**src/rtl/result_bcd_display.sv**
```systemverilog
// Six-digit seven-segment display stage: a 16-bit result is converted to five BCD digits
// by a serial double-dabble engine (one bit per clock), plus a one-digit state readout.
module result_bcd_display #(
  parameter bit BLANK_LEADING  = 1'b1,
  parameter bit SEG_ACTIVE_LOW = 1'b1
) (
  input  logic        clk,
  input  logic        reset,
  input  logic [15:0] value_in,
  input  logic [2:0]  state_in,
  output logic        busy,
  output logic        bcd_valid,
  output logic [19:0] bcd_out,
  output logic [6:0]  hex0,
  output logic [6:0]  hex1,
  output logic [6:0]  hex2,
  output logic [6:0]  hex3,
  output logic [6:0]  hex4,
  output logic [6:0]  hex5
);

  localparam logic [1:0] IDLE  = 2'd0;
  localparam logic [1:0] SHIFT = 2'd1;
  localparam logic [1:0] LATCH = 2'd2;

  localparam logic [6:0] BLANK_SEG = SEG_ACTIVE_LOW ? 7'h7F : 7'h00;

  logic [1:0]  state_reg;
  logic [15:0] last_value_reg;
  logic        pending_reg;
  logic [15:0] shift_data_reg;
  logic [19:0] scratch_reg;
  logic [3:0]  count_reg;
  logic        busy_reg;
  logic        valid_reg;
  logic [19:0] bcd_reg;
  logic [6:0]  digit_seg_reg [5];
  logic [6:0]  state_seg_reg;

  logic [19:0] scratch_adj;
  logic [5:0]  zero_above;
  logic [6:0]  digit_seg_next [5];

  // Active-low pattern {g,f,e,d,c,b,a}; polarity applied at the end.
  function automatic logic [6:0] seg_encode(input logic [3:0] digit, input logic blank);
    logic [6:0] pattern;
    pattern = 7'h7F;
    if (!blank) begin
      case (digit)
        4'd0:    pattern = 7'b1000000;
        4'd1:    pattern = 7'b1111001;
        4'd2:    pattern = 7'b0100100;
        4'd3:    pattern = 7'b0110000;
        4'd4:    pattern = 7'b0011001;
        4'd5:    pattern = 7'b0010010;
        4'd6:    pattern = 7'b0000010;
        4'd7:    pattern = 7'b1111000;
        4'd8:    pattern = 7'b0000000;
        4'd9:    pattern = 7'b0010000;
        default: pattern = 7'h7F;
      endcase
    end
    return SEG_ACTIVE_LOW ? pattern : ~pattern;
  endfunction

  assign zero_above[5] = 1'b1;

  genvar gi;
  generate
    for (gi = 0; gi < 5; gi++) begin : g_digit
      assign scratch_adj[4*gi +: 4] = (scratch_reg[4*gi +: 4] >= 4'd5)
                                      ? scratch_reg[4*gi +: 4] + 4'd3
                                      : scratch_reg[4*gi +: 4];
      // zero_above[k]: digit k and every more significant digit are zero
      assign zero_above[gi] = (scratch_reg[4*gi +: 4] == 4'd0) && zero_above[gi+1];
      if (gi == 0) begin : g_ones
        assign digit_seg_next[gi] = seg_encode(scratch_reg[3:0], 1'b0);
      end else begin : g_upper
        assign digit_seg_next[gi] = seg_encode(scratch_reg[4*gi +: 4],
                                               BLANK_LEADING && zero_above[gi]);
      end
    end
  endgenerate

  always_ff @(posedge clk or negedge reset) begin
    if (!reset) begin
      state_reg      <= IDLE;
      last_value_reg <= 16'd0;
      pending_reg    <= 1'b1;
      shift_data_reg <= 16'd0;
      scratch_reg    <= 20'd0;
      count_reg      <= 4'd0;
      busy_reg       <= 1'b0;
      valid_reg      <= 1'b0;
      bcd_reg        <= 20'd0;
    end else begin
      case (state_reg)
        IDLE: begin
          if (pending_reg || (value_in != last_value_reg)) begin
            shift_data_reg <= value_in;
            last_value_reg <= value_in;
            scratch_reg    <= 20'd0;
            count_reg      <= 4'd0;
            pending_reg    <= 1'b0;
            busy_reg       <= 1'b1;
            state_reg      <= SHIFT;
          end
        end
        SHIFT: begin
          {scratch_reg, shift_data_reg} <= {scratch_adj[18:0], shift_data_reg, 1'b0};
          count_reg <= count_reg + 4'd1;
          if (count_reg == 4'd15) begin
            state_reg <= LATCH;
          end
        end
        LATCH: begin
          bcd_reg   <= scratch_reg;
          valid_reg <= 1'b1;
          busy_reg  <= 1'b0;
          state_reg <= IDLE;
        end
        default: state_reg <= IDLE;
      endcase
    end
  end

  // Digit segments load together with bcd_out so both change on the same edge.
  always_ff @(posedge clk or negedge reset) begin
    if (!reset) begin
      for (int i = 0; i < 5; i++) begin
        digit_seg_reg[i] <= BLANK_SEG;
      end
      state_seg_reg <= BLANK_SEG;
    end else begin
      if (state_reg == LATCH) begin
        for (int i = 0; i < 5; i++) begin
          digit_seg_reg[i] <= digit_seg_next[i];
        end
      end
      state_seg_reg <= seg_encode({1'b0, state_in}, 1'b0);
    end
  end

  assign busy      = busy_reg;
  assign bcd_valid = valid_reg;
  assign bcd_out   = bcd_reg;
  assign hex0      = digit_seg_reg[0];
  assign hex1      = digit_seg_reg[1];
  assign hex2      = digit_seg_reg[2];
  assign hex3      = digit_seg_reg[3];
  assign hex4      = digit_seg_reg[4];
  assign hex5      = state_seg_reg;

endmodule

```
**config.mk**
```make
export PLATFORM = sky130hd
export DESIGN_NAME = result_bcd_display
export DESIGN_NICKNAME = d
export VERILOG_FILES = /design/src/rtl/result_bcd_display.sv
export SDC_FILE = /design/constraint.sdc
export NUM_CORES = 1
export LEC_CHECK = 0
export ABC_AREA = 1
export CAP_MARGIN = 20
export CORE_MARGIN = 3
export CORE_UTILIZATION = 31
export CTS_BUF_LIST = sky130_fd_sc_hd__clkbuf_8 sky130_fd_sc_hd__clkbuf_16
export CTS_CLUSTER_DIAMETER = 120
export DETAILED_ROUTE_END_ITERATION = 8
export GPL_TIMING_DRIVEN = 1
export PLACE_DENSITY = 0.55
export SLEW_MARGIN = 0
export SYNTH_ARGS = -nofsm -noshare
export SYNTH_HDL_FRONTEND = slang
export SYNTH_SLANG_ARGS = --single-unit
```
**constraint.sdc**
```tcl
create_clock -name clk -period 1.4 [get_ports clk]
set_input_delay 0.14 -clock clk [delete_from_list [all_inputs] [get_ports clk]]
set_output_delay 0.14 -clock clk [all_outputs]
set_load 0.03 [all_outputs]
```
After elaboration in Yosys (flattened, before gate mapping). Memories as Yosys holds them, arrays and structs flattened. A register that Yosys moved wholly into a read port is not among the register bits. Index checks and enable logic that the tools add are counted.

Logic and storage cells: 73. Bits in registers: 109. ROM bits: 616. Memories: 6. Input bits: 21. Output and inout bits: 64.

Memories: (name not given) (depth 16, width 7, read ports 1, clocked after Yosys merged registers in 0, wr ports 0, RTL line 49) `case (digit)`; (name not given) (depth 16, width 7, read ports 1, clocked after Yosys merged registers in 0, wr ports 0, RTL line 49); (name not given) (depth 16, width 7, read ports 1, clocked after Yosys merged registers in 0, wr ports 0, RTL line 49); (name not given) (depth 16, width 7, read ports 1, clocked after Yosys merged registers in 0, wr ports 0, RTL line 49); (name not given) (depth 16, width 7, read ports 1, clocked after Yosys merged registers in 1, wr ports 0, RTL line 49); (name not given) (depth 8, width 7, read ports 1, clocked after Yosys merged registers in 1, wr ports 0, RTL line 49).

Equal/unequal tests: 6. $add $sub $neg: 6. Muxes and demuxes: 20. $lt $le $gt $ge: 5. Reductions and logical operators: 17.

Operators with widths (number): $pmux 20 s2 (1); $pmux 16 s2 (1); $mux 7 (4); $ge 4x3->1 const B (5); $mux 20 (1); $mux 4 (5); $add 4x2->4 const B (4); $logic_not 4->1 (4); $mux 16 (1); $ne 16x16->1 (1); $pmux 4 s2 (1); $reduce_and 2->1 (4); $add 4x1->4 const B (1); $eq 4x4->1 const B (1); $mux 2 (2); $ne 2x2->1 const B (2); $pmux 2 s2 (1); $reduce_bool 2->1 (2); $add 3x2->3 const B (1); $logic_and 1x1->1 (3); $mux 3 (1); $eq 2x1->1 const B (1); $eq 2x2->1 const B (1); $logic_not 1->1 (2); 4 further kinds (4).

Depth between registers and ports, before layout. Gate-level depths: netlist (run 1).

Depth after elaboration: 5. Gate-level depth with buffers: 12. Mapped depth without buffers: 11.

Worst setup path before layout (run 1). Ideal clock, no wire load.

Kind: register to register. Start: register scratch_reg[12]. End: register scratch_reg[16]. Clock period less this slack: 1.543 ns. Arrival: 1.421 ns. Path buffers: 0. Path slack: -0.143 ns. Data required time: 1.278 ns. Cell stages (with the launch flop): 8. Setup time: 0.122 ns. Cell sequence: dfrtp_1 > inv_1 > ha_1 > inv_1 > o31ai_1 > inv_1 > o2111ai_1 > nand2_1.

Longest elaborated chain between the ends: 3. Elaborated cells on any way between the ends: 4. Those cells by class: 1 x add/sub; 1 x order compare; 2 x mux.

Ends and longest elaborated chain: start, declared (RTL line 32) `logic [19:0] scratch_reg;`; start signal, assigned (RTL line 110) `{scratch_reg, shift_data_reg} <= {scratch_adj[18:0], shift_data_reg, 1'b0};`; $add 4x2->4 or $ge 4x3->1 (tied branches) (RTL line 72, 71); $mux 4 (*) (RTL line 72) `? scratch_reg[4*gi +: 4] + 4'd3`; $pmux 20 s2 (*) (RTL line 97) `case (state_reg)`.

Mark *: on every way between the ends. The rest lies on a longest branch, timed or not. A chain may end at the register's enable or synchronous reset.

Worst setup path after layout (run 1).
Start: register last_value_reg[3]. End: register shift_data_reg[6].

Longest elaborated chain between the ends: 4.

Ends and longest elaborated chain: start, declared (RTL line 29) `logic [15:0] last_value_reg;`; start signal, assigned (RTL line 101) `last_value_reg <= value_in;`; $ne 16x16->1 (RTL line 99) `if (pending_reg || (value_in != last_value_reg)) begin`; $logic_or 1x1->1 (RTL line 99); $ne 2x2->1 (no source line); $reduce_and 2->1 (no source line); end signal, assigned (RTL line 100) `shift_data_reg <= value_in;`; end signal, assigned (RTL line 110); end, declared (RTL line 31) `logic [15:0] shift_data_reg;`.

Every way passes these cells.

==> run metrics, run 1 <==
fraction of synthesized area in multiplexers 0%; starting density of the core about a third; Max Buffers Root-to-Sink 2; area of the mapped netlist ~6300 um2; gr usage total between 10% and 20%; maximum ir drop on the vdd rail around 0.97 mV; series of cell instances along the critical path inv_1 > nand2_1 > nand2_1 > nor2_2 > nand2_1 > nor2_2 > nand3_2 > nand2_4 > buf_6 > nand2_8 > nand2_1 > nand2_1; horizontal die dimension about 150 um; CP required ~1.7 ns; setup violation total in the final timing report 75; average size of a mapped cell just over 8 um2; number of top-level pins 85; overall power between 20 and 25 mW; library cell appearing most often on the critical path nand2_1; first-pass iteration count of the detailed router 4; peak clock frequency supported by timing 0.6313 GHz; detailed placement HPWL approximately 11,000 um; number of routed nets with antenna violations 0; number of buffers created by CTS 17; area enclosed by the die boundary 21,900 um2; Setup crit end kind flip-flop; number of antenna violations at the first check in global routing 0; wire length after detailed routing approximately 16,000 um; leakage around 4.4 nW; cell area after placement ~8100 um2; combined flip-flop and latch cell area 3132 um2; Hold Crit Class input port to asynchronous set/reset pin; fraction of the mapped netlist area in adder cells between 6 and 7%; maxcap violations 0; xor/xnor share of the synthesized area less than 1%; footprint of the multi-input gates between 3000 and 4000 um2; buffers plus inverters on the worst setup path 2; Crit Path Category flip-flop to flip-flop; routed vias 5,565; maximum net fanout on the critical path 8; critical path arrival between 1.5 and 2 ns; kind of launch point of the worst setup path flip-flop; overflow left after global routing 0; setup skew after layout 0.01592 ns; clock tree from TritonCTS yes; Relative slew margins between 70% and 80%; Layout Area Growth over Synthesis 44.50%; final critical-path required period approximately 1.6 ns; instance count on the critical path 12; post-layout instance area ~9000 um2; largest net degree at the start of global routing 46; Post-Synth Simple-Gate Area around a quarter; number of nets in the final layout about 990; Clock transition at path regs ~0.060 ns; r2r worst-path depth 12; final core area utilization between 40% and 50%; initial DRC count ~230; critical path's top delay family simple AND/OR/NAND/NOR gates; largest incremental delay on the critical path between 0.3 and 0.4 ns; total of flip-flops plus latches after synthesis ~120; worst setup slack after placement -0.5185 ns; net count of the mapped netlist roughly 810; outcome finished with violations; core area between 15,000 and 20,000 um2; cell row count between 50 and 60; number of vias per cell after detailed routing approximately 4.6; slew at the pin with the worst max-slew slack 0.3803 ns; Clock Tree Root clkbuf_16; height of the chip between 100 and 150 um; insertion delay of the later-clocked pin in the worst-skew pair approximately 0.42 ns; via count of the first global-routing pass 5,472; fraction of the cycle the final worst path needs 113.1%; compound-cell area share of the yosys netlist between 10% and 20%; Worst path slowest cell dfrtp_1; Post-Synthesis Cells 760; Synth cell types 37; total power per unit cell area ~2500 nW/um2; global-route wire length before repair 26,800 um; average detailed-routed wire length per instance around 13 um; setup repair after global routing missed its margin yes; final RePlAce weighted congestion approximately 0.84; violations in the final reports setup timing; fraction of final layout cells with drive strength greater than 1 around a third; fill count 1,986; H-tree depth 4; count of synthesis-stage warnings from yosys 0; most frequent cells in the layout 206 x nand2_1, 90 x buf_4, 80 x dfrtp_1; main combinational cell family by area after synthesis simple AND/OR/NAND/NOR gates; sequential cell area fraction in the yosys report 50.10%; # diodes 0; Hold Vio Cnt, Final 0; number of sinks driven by the clock tree 123; worst setup margin -0.1841 ns; Final Hold Slack 0.1545 ns; detailed-route DRC error count 0; commonest non-fill, non-tap cell in the layout nand2_1; Port Buffers between 80 and 90; count of pins over their slew limit 0
-- cells by family (layout without fill, tap and decap cells) --
family | count (synthesis) | after routing
AO/OA/AOI/OAI | 129 | 129
XOR/XNOR | 5 | 5
adder cells (fa/ha/maj) | 32 | 32
buffers and inverters | 105 | 295
flip-flops | 123 | 123
AND/OR/NAND/NOR | 366 | 367
-- metrics by stage --
step	setup TNS, ns	std cells
after floorplan	-0.6333	760
after global placement	-22.80	1172
after global routing	-18.25	1216
after CTS	-8.495	1211
final	-9.140	1216
after detailed placement	-27.69	1172
-- layout make-up --
type                            instances  area share (%)
Inverter                               76           3.241
Sequential cell                       123           34.67
Clock buffer                           20           5.167
Multi-Input combinational cell        533           33.47
Clock inverter                         12           2.133
Tap cell                              265           3.671
Timing Repair Buffer                  187           17.65
-- power by group --
group          leakage, nW  internal (mW)  switching (mW)
logic                 2.62           4.62            6.84
clock network        0.330           3.29            1.62
registers             1.42           5.56            1.01
-- path summary, 6_finish.rpt --
path                                        start                 to  slack, ns
worst max-delay path            last_value_reg[3]  shift_data_reg[6]      -0.18
worst min-delay path                        reset          bcd_valid       0.15
worst max register to register  last_value_reg[3]  shift_data_reg[6]      -0.18
worst min register to register        pending_reg        pending_reg       0.46
max in group asynchronous                   reset            hex3[3]       0.64
min in group clk                      value_in[0]  shift_data_reg[0]       0.35
-- layer usage --
layer | track usage (%) | share of wire [%] | wire, um
met5 | 0 | 0 | 0
met1 | 20.00 | 49 | 7720
met4 | 4.758 | 0.98 | 155
met3 | 3.311 | 3.9 | 616
met2 | 24.12 | 46 | 7338
-- synth_stat cells, drive strengths merged --
| library cell | number | area share, % |
|---|---|---|
| a31oi | 6 | 0.70 |
| nand3 | 55 | 4.6 |
| or2 | 4 | 0.40 |
| o22a | 3 | 0.42 |
| a21oi | 31 | 2.5 |
| nor2 | 68 | 4.2 |
| a22oi | 1 | 0.12 |
| a41oi | 1 | 0.14 |
| xnor2 | 5 | 0.70 |
| dfstp | 43 | 18 |
| o22ai | 2 | 0.20 |
| ha | 32 | 6.4 |
| inv | 76 | 4.6 |
| nor4 | 3 | 0.30 |
| nand2 | 227 | 14 |
| o21ai | 62 | 5.0 |
| o2111ai | 3 | 0.42 |
| and3 | 1 | 0.10 |
| buf | 12 | 1.1 |
| dfrtp | 80 | 32 |
| nand4 | 1 | 0.10 |
| o311ai | 1 | 0.14 |
| o31ai | 1 | 0.12 |
| a211oi | 6 | 0.72 |
| o211ai | 12 | 1.4 |
| clkbuf | 17 | 1.0 |
| nor3 | 7 | 0.82 |
-- timing repair --
action	in CTS	in global routing
hold endpoints to repair	87	0
endpoints found under the setup margin	143	117
hold buffers	1	0
setup buffers	4	6
gates resized for setup	210	82
pin swaps	4	11
gates cloned	2	1
Power figures use the tool's default switching activity.
==> inputs of run 2 (changes only) <==
--- a/config.mk
+++ b/config.mk
@@ -8,12 +8,12 @@
 export ABC_AREA = 1
 export CAP_MARGIN = 20
 export CORE_MARGIN = 3
-export CORE_UTILIZATION = 31
+export CORE_UTILIZATION = 40
 export CTS_BUF_LIST = sky130_fd_sc_hd__clkbuf_8 sky130_fd_sc_hd__clkbuf_16
 export CTS_CLUSTER_DIAMETER = 120
 export DETAILED_ROUTE_END_ITERATION = 8
 export GPL_TIMING_DRIVEN = 1
-export PLACE_DENSITY = 0.55
+export PLACE_DENSITY = 0.67
 export SLEW_MARGIN = 0
 export SYNTH_ARGS = -nofsm -noshare
 export SYNTH_HDL_FRONTEND = slang
==> run metrics, run 2 (synthesis gave the netlist of run 1 again) <==
critical path arrival just under 2 ns; slew at the pin with the worst max-slew slack around 0.41 ns; Setup crit end kind flip-flop; insertion delay of the later-clocked pin in the worst-skew pair 0.42 ns; number of vias per cell after detailed routing between 4 and 5; highest-utilization routing layer at the global route stage met2; Worst path slowest cell dfrtp_1; global-route wire length before repair between 20,000 and 30,000 um; Clock Tree Root clkbuf_16; clock tree from TritonCTS yes; detailed-route DRC error count 0; kind of launch point of the worst setup path flip-flop; # diodes 0; initial DRC count ~290; count of pins over their slew limit 0; setup skew after layout about 0.0071 ns; Hold Vio Cnt, Final 0; height of the chip 131.0 um; leakage 4.410 nW; met1 Track Usage GR 25.13%; setup violation total in the final timing report between 70 and 80; violations in the final reports setup timing; number of top-level pins 85; number of buffers created by CTS 17; series of cell instances along the critical path a21oi_2 > nand3_2 > nor2_4 > nand3_2 > nand2_4 > buf_12 > buf_12 > buf_16 > nand3_2 > nand2_1; starting density of the core 40.97%; wire length after detailed routing around 16,000 um; final RePlAce weighted congestion 0.8826; cell row count 45; fraction of final layout cells with drive strength greater than 1 33.72%; worst setup margin -0.1896 ns; area enclosed by the die boundary around 17,000 um2; overall power approximately 23 mW; global-route met2 utilization between 30% and 40%; CP required 1.75 ns; total power per unit cell area 2556 nW/um2; final core area utilization between 60 and 70%; outcome finished with violations; average detailed-routed wire length per instance 13.55 um; H-tree depth 4; final critical-path required period approximately 1.6 ns; footprint of the multi-input gates approximately 3100 um2; overflow left after global routing 0; peak clock frequency supported by timing approximately 0.63 GHz; number of routed nets with antenna violations 0; fill count ~1.3k; maximum net fanout on the critical path 7; largest incremental delay on the critical path between 0.4 and 0.5 ns; gr usage total roughly a fifth; routed vias 5,607; met3 routing resource usage after global routing 4.553%; maxcap violations 0; Relative slew margins roughly 73%; via count of the first global-routing pass roughly 5.4k; number of sinks driven by the clock tree 123; Crit Path Category flip-flop to flip-flop; number of nets in the final layout ~990; setup repair after global routing missed its margin yes; most frequent cells in the layout 209 x nand2_1, 79 x dfrtp_1, 78 x buf_4; fraction of the cycle the final worst path needs 113.5%; placed instance count roughly 1.1k; combined flip-flop and latch cell area around 3100 um2; first-pass iteration count of the detailed router 4; Hold Crit Class input port to asynchronous set/reset pin; Port Buffers between 80 and 90; horizontal die dimension 131.0 um; Max Buffers Root-to-Sink 2; core area approximately 15,000 um2; Clock transition at path regs 0.06 ns; Layout Area Growth over Synthesis 46.56%; largest net degree at the start of global routing about 60; library cell appearing most often on the critical path nand3_2; maximum ir drop on the vdd rail 1.120 mV; non-filler instance count after layout roughly 1.2k; detailed placement HPWL 10,210 um; commonest non-fill, non-tap cell in the layout nand2_1; number of antenna violations at the first check in global routing 0
-- run 2: cell types whose count changed in the layout (fill, tap and decap cells not counted), sizes merged --
cell           before  now
clkinv              7    2
clkbuf             21   23
clkdlybuf4s15       8    6
clkinvlp            0    2
buf               134  135
clkdlybuf4s18       2    1
inv                76   77
-- run 2: layout make-up --
type | count | area share [%]
Clock inverter | 10 | 2.035
Timing Repair Buffer | 185 | 18.16
Tap cell | 211 | 2.882
Multi-Input combinational cell | 533 | 34.16
Clock buffer | 22 | 5.395
Inverter | 76 | 3.169
Sequential cell | 123 | 34.20
-- run 2: worst paths after layout --
check                                        start                end  slack (ns)  cells after the start
worst max-delay path            last_value_reg[15]     scratch_reg[3]       -0.19                     10
worst min-delay path                         reset        bcd_out[19]        0.11                      2
worst max register to register  last_value_reg[15]     scratch_reg[3]       -0.19                     10
worst min register to register           bcd_valid          bcd_valid        0.46                      1
max in group asynchronous                    reset            hex5[2]        0.70                      3
min in group clk                       value_in[9]  last_value_reg[9]        0.33                      3
-- run 2: critical path: cells and delay by family (launching register included) --
kind                   cells  cell delay (ns)
buffers and inverters      3             0.38
and+or+nand+nor            6             0.56
AOI/OAI and AO/OA          1             0.17
DFF                        1             0.41
-- run 2: timing repair --
item                                    4_1_cts  5_1_grt
endpoints found under the setup margin      141      116
buffers inserted                              9        5
hold endpoints to repair                     82        0
hold buffers                                  1        0
gates cloned                                  5        1
gates resized for setup                     223      103
pin swaps                                    19       18
-- run 2: power by group --
part           internal [mW]  switching (mW)  total, mW  leakage (nW)
clock network           3.39            1.58       4.98         0.330
logic                   4.81            6.98       11.8          2.66
registers               5.57            1.09       6.65          1.42
total                   13.8            9.65       23.4          4.41
-- run 2: through the flow --
stage / setup TNS [ns] / setup WS [ns] / cell area [um2] / hold slack (ns)
after detailed placement: -28.56 / -0.5357 / 8004 / -0.006632
after global routing: -17.43 / -0.3026 / 9161 / 0.1238
final: -8.900 / -0.1896 / 9161 / 0.1102
after floorplan: -0.6333 / -0.06563 / 6296 / -0.1556
after CTS: -12.14 / -0.2212 / 9095 / 0.08996
after global placement: -25.93 / -0.4941 / 8004 / -0.006608
-- run 2: layer usage --
metal,routed length [um],up-vias
met3,686,20
met5,0,-
li1,-,2832
met2,7627,116
met1,7188,2639
met4,215,0
